$ cat src/rtl/mem_port_arbiter.sv
// Arbitrates the single-port RAM between the CPU and a DMA/boot master, with a starvation guard for the DMA.
// Optional MEM_ARB_STATS_EN adds saturating grant/stall counters.
module mem_port_arbiter #(
  parameter int ADDR_W     = 9,
  parameter int DATA_W     = 16,
  parameter int STARVE_LIM = 4
) (
  input  logic              clk,
  input  logic              reset,
  input  logic [1:0]        cpu_mem_cmd,
  input  logic [ADDR_W-1:0] cpu_mem_addr,
  input  logic [DATA_W-1:0] cpu_wdata,
  output logic [DATA_W-1:0] cpu_rdata,
  output logic              cpu_wait,
  input  logic              dma_req,
  input  logic              dma_we,
  input  logic [ADDR_W-1:0] dma_addr,
  input  logic [DATA_W-1:0] dma_wdata,
  output logic              dma_gnt,
  output logic              dma_rvalid,
  output logic [DATA_W-1:0] dma_rdata,
  output logic [ADDR_W-1:0] ram_addr,
  output logic [DATA_W-1:0] ram_wdata,
  output logic              ram_read,
  output logic              ram_write,
  input  logic [DATA_W-1:0] ram_rdata
`ifdef MEM_ARB_STATS_EN
  ,
  output logic [15:0]       stat_dma_gnt,
  output logic [15:0]       stat_cpu_stall
`endif
);

  typedef enum logic [1:0] {
    OWN_NONE = 2'd0,
    OWN_CPU  = 2'd1,
    OWN_DMA  = 2'd2
  } owner_t;

  localparam logic [1:0] CMD_READ   = 2'b01;
  localparam logic [1:0] CMD_WRITE  = 2'b10;
  localparam logic [3:0] STARVE_MAX = 4'(STARVE_LIM);

  owner_t     state_reg;
  owner_t     grant;
  owner_t     rd_owner;
  logic       rd_pending_reg;
  logic [3:0] starve_cnt_reg;
  logic [3:0] starve_cnt_next;
  logic [DATA_W-1:0] cpu_rdata_reg;
  logic       cpu_act;

  assign cpu_act = (cpu_mem_cmd == CMD_READ) || (cpu_mem_cmd == CMD_WRITE);

  // Nothing is granted while reset is held so no strobe leaks out mid-reset.
  always_comb begin
    grant = OWN_NONE;
    if (!reset) begin
      if (dma_req && (starve_cnt_reg == STARVE_MAX)) begin
        grant = OWN_DMA;
      end else if (cpu_act) begin
        grant = OWN_CPU;
      end else if (dma_req) begin
        grant = OWN_DMA;
      end
    end
  end

  always_comb begin
    ram_addr  = '0;
    ram_wdata = '0;
    ram_read  = 1'b0;
    ram_write = 1'b0;
    case (grant)
      OWN_CPU: begin
        ram_addr  = cpu_mem_addr;
        ram_wdata = cpu_wdata;
        ram_read  = (cpu_mem_cmd == CMD_READ);
        ram_write = (cpu_mem_cmd == CMD_WRITE);
      end
      OWN_DMA: begin
        ram_addr  = dma_addr;
        ram_wdata = dma_wdata;
        ram_read  = !dma_we;
        ram_write = dma_we;
      end
      default: begin
        ram_addr  = '0;
        ram_wdata = '0;
        ram_read  = 1'b0;
        ram_write = 1'b0;
      end
    endcase
  end

  assign dma_gnt  = (grant == OWN_DMA);
  assign cpu_wait = !reset && cpu_act && (grant != OWN_CPU);

  always_comb begin
    starve_cnt_next = starve_cnt_reg;
    if (!dma_req || (grant == OWN_DMA)) begin
      starve_cnt_next = 4'd0;
    end else if (starve_cnt_reg != STARVE_MAX) begin
      starve_cnt_next = starve_cnt_reg + 4'd1;
    end
  end

  always_ff @(posedge clk or posedge reset) begin
    if (reset) begin
      state_reg      <= OWN_NONE;
      rd_pending_reg <= 1'b0;
      starve_cnt_reg <= 4'd0;
      cpu_rdata_reg  <= '0;
    end else begin
      state_reg      <= grant;
      rd_pending_reg <= ram_read;
      starve_cnt_reg <= starve_cnt_next;
      if (rd_owner == OWN_CPU) begin
        cpu_rdata_reg <= ram_rdata;
      end
    end
  end

  // The owner of last cycle's read is last cycle's winner, qualified by whether it read.
  assign rd_owner = rd_pending_reg ? state_reg : OWN_NONE;

  // RAM data passes straight through in the return cycle and is held afterwards for IF2.
  assign cpu_rdata  = (rd_owner == OWN_CPU) ? ram_rdata : cpu_rdata_reg;
  assign dma_rvalid = (rd_owner == OWN_DMA);
  assign dma_rdata  = dma_rvalid ? ram_rdata : '0;

`ifdef MEM_ARB_STATS_EN
  always_ff @(posedge clk or posedge reset) begin
    if (reset) begin
      stat_dma_gnt   <= 16'd0;
      stat_cpu_stall <= 16'd0;
    end else begin
      if (dma_gnt && (stat_dma_gnt != 16'hFFFF)) begin
        stat_dma_gnt <= stat_dma_gnt + 16'd1;
      end
      if (cpu_wait && (stat_cpu_stall != 16'hFFFF)) begin
        stat_cpu_stall <= stat_cpu_stall + 16'd1;
      end
    end
  end
`endif

endmodule

$ cat config.mk
export PLATFORM = sky130hd
export DESIGN_NAME = mem_port_arbiter
export DESIGN_NICKNAME = d
export VERILOG_FILES = /design/src/rtl/mem_port_arbiter.sv
export SDC_FILE = /design/constraint.sdc
export NUM_CORES = 1
export LEC_CHECK = 0
export BUFFER_PORTS_ARGS = -buffer_cell sky130_fd_sc_hd__buf_2
export CORE_ASPECT_RATIO = 0.8
export CORE_MARGIN = 1
export CORE_UTILIZATION = 35
export DETAILED_ROUTE_END_ITERATION = 7
export GPL_ROUTABILITY_DRIVEN = 0
export PLACE_DENSITY = 0.84
export SLEW_MARGIN = 20
export SYNTH_ARGS = -nofsm -noshare
export SYNTH_HDL_FRONTEND = slang
export SYNTH_SLANG_ARGS = --single-unit
$ cat constraint.sdc
create_clock -name clk -period 3.95 [get_ports clk]
set_input_delay 0.9875 -clock clk [delete_from_list [all_inputs] [get_ports clk]]
set_output_delay 0.9875 -clock clk [all_outputs]
set_load 0.02 [all_outputs]
==> metrics.csv <==
metric,value,unit
htree depth,1,
Cell Pwr Density,330,nW/um^2
Avg Synthesized Cell Area,8.92,sq um
row count,22,
Place WS,0.163,ns
final antenna-violating net count,0,
Clock transition at path regs,0.07,ns
DPL Wire Length,3.45,mm
first-pass GRT wire length,6.90,mm
critical path type,primary input to output port,
CTS root buf,clkbuf_8,
Worst-Margin Slew,0.836,ns
CTS Hold Bufs,0,
core footprint,4600,sq um
grt total ovfl,0,
startpoint type of the worst setup path,primary input,
antenna cell count,0,
setup TNS,0,ns
Worst Hold Depth,1,
Reg-to-Reg End,rd_pending_reg,
DRC,0,
CTS max path bufs,2,
total power,0.784,mW
vias in the first global route,1552,
endpoints failing setup,0,
initial antenna violation count,0,
worst ir drop on vdd,0.146,mV
max reg flops,16,
io pins,134,
Hold Crit Endpoint,cpu_rdata_reg[5],
largest net degree at the start of global routing,28,
status,finished clean,
number of CTS-inserted buffers,3,
fin crit share,0.910,
Avg Vias per Cell,4.85,
Yosys cell types,28,
max cap viols,0,
Max Slew Vio Count,0,
Critical Path RT,2.96,ns
Initial Util,0.365,
initial DRC count,65,
register bit total from synthesis,23,
RSZ-0062 raised after global routing,no,
syn_nets,266,
reg2reg path depth,6,
worst-skew pair later-pin latency,0.26,ns
cell count after synthesis,188,
largest fanout on the critical path,27,
routed wire length,4.29,mm
Port Buffers,133,
multi-input logic area,947,sq um
vias,1798,
Final Hold Viols,0,
DR WL/cell,11.6,microns
Hold Crit Class,flip-flop to flip-flop,
CTS sink count,23,
Post-synth EDFFs,0,
fin crit period,3.59,ns
leakage power,1.29,nW
CTS tree,done,
First-pass DRT Iterations,4,
Die H,63.9,microns
proportion of layout cells with a drive suffix above 1,0.508,
post_cts resized,0,
ys flop type,dfrtp_1,
CP Capture Type,output port,
skew final,0.00407,ns
Die Wd,79.4,microns
f_max,278,MHz
Layout Nets,390,
R2R Path Start,starve_cnt_reg[0],
synthesized area,1680,sq um
yosys warns,0,
max_slew headroom,0.442,
fill cell total of the finished layout,449,
Hold Path Origin,cpu_rdata_reg[5],
FF+latch area,576,sq um
Die Area,5080,sq um
flop-to-flop setup slack,1.89,ns
CP arrival,2.61,ns
"Seq/Total Area, Yosys",0.343,
synth-to-layout area growth,41.6,%
global-route usage over all layers,0.168,
async set-or-reset flop fraction in the synthesized netlist,1.00,
Post-CTS Setup Inserts,0,
setup ws final,0.357,ns
==> worst max-delay path, stage by stage <==
cell and delay, ns:
buf_2 0.09, inv_1 0.04, ha_1 0.35, o21ai_1 0.26, ha_2 0.47, a21oi_1 0.20
buf_2 0.19
==> Yosys cell counts (2+ instances only) <==
master / n / area share
buf_2: 9 / 0.027
and3b_1: 2 / 0.010
a21oi_1: 26 / 0.078
mux2i_1: 2 / 0.012
inv_1: 8 / 0.018
mux2_1: 3 / 0.020
and2_1: 16 / 0.060
buf_6: 6 / 0.040
clkbuf_1: 3 / 0.0067
dfrtp_1: 23 / 0.34
nor2_1: 7 / 0.016
o211ai_1: 25 / 0.11
mux2_2: 13 / 0.087
nand2_1: 26 / 0.058
ha_1: 6 / 0.045
==> final cells by class <==
class / count / share of cell area
Clock buffer: 4 / 0.0190
Multi-Input combinational cell: 138 / 0.399
Tap cell: 60 / 0.0316
Timing Repair Buffer: 138 / 0.296
Sequential cell: 23 / 0.242
Inverter: 8 / 0.0126
==> cell families (layout without fill, tap and decap cells) <==
logic type	count (synthesis)	after routing	synth area share
simple gates	57	57	0.175
compound gates	55	55	0.213
buf+inv	27	150	0.0940
flops	23	23	0.343
mux	18	18	0.119
fa+ha+maj	6	6	0.0447
xor+xnor	2	2	0.0104
==> cell usage in the layout, fill, tap and decap left out, types with 2 or more instances in the layout <==
master      n
buf_2     133
nand2_1    26
a21oi_1    26
o211ai_1   25
dfrtp_1    23
and2_1     16
mux2_2     13
inv_1       8
nor2_1      7
ha_1        5
buf_4       5
mux2_1      3
clkbuf_8    3
and3b_1     2
mux2i_1     2
==> through the flow <==
stage / area [sq um] / utilization / hold WS, ns / instances
floorplan: 1680 / - / 0.506 / 188
global placement: 2330 / 0.507 / 0.470 / 367
detailed placement: 2330 / 0.507 / 0.477 / 367
CTS: 2370 / 0.516 / 0.497 / 371
global route: 2380 / 0.517 / 0.515 / 371
finish: 2380 / 0.517 / 0.492 / 371
==> metal layers <==
metal / track usage / up-vias / wire [microns]
met3: 0.0300 / 2 / 259
met4: 0.0273 / 0 / 21
met2: 0.306 / 68 / 2150
li1: - / 897 / -
met5: 0 / - / 0
met1: 0.208 / 831 / 1860
==> power by group <==
group / switching, mW / total (mW) / internal, mW
Combinational: 0.208 / 0.342 / 0.134
Clock: 0.0666 / 0.138 / 0.0717
Sequential: 0.0171 / 0.303 / 0.286
Total: 0.292 / 0.784 / 0.492
==> how the worst max path moves through the flow <==
stage          slack, ns            from     endpoint
5_1_grt             0.23  cpu_mem_cmd[0]     ram_read
6_report            0.36  cpu_mem_cmd[0]     ram_read
4_1_cts             0.17  cpu_mem_cmd[0]     ram_read
3_3_place_gp        0.21  cpu_mem_cmd[0]     ram_read
2_1_floorplan       0.25  cpu_mem_cmd[0]  ram_addr[2]
3_5_place_dp        0.16  cpu_mem_cmd[0]     ram_read
(Power assumes the default switching activity.)
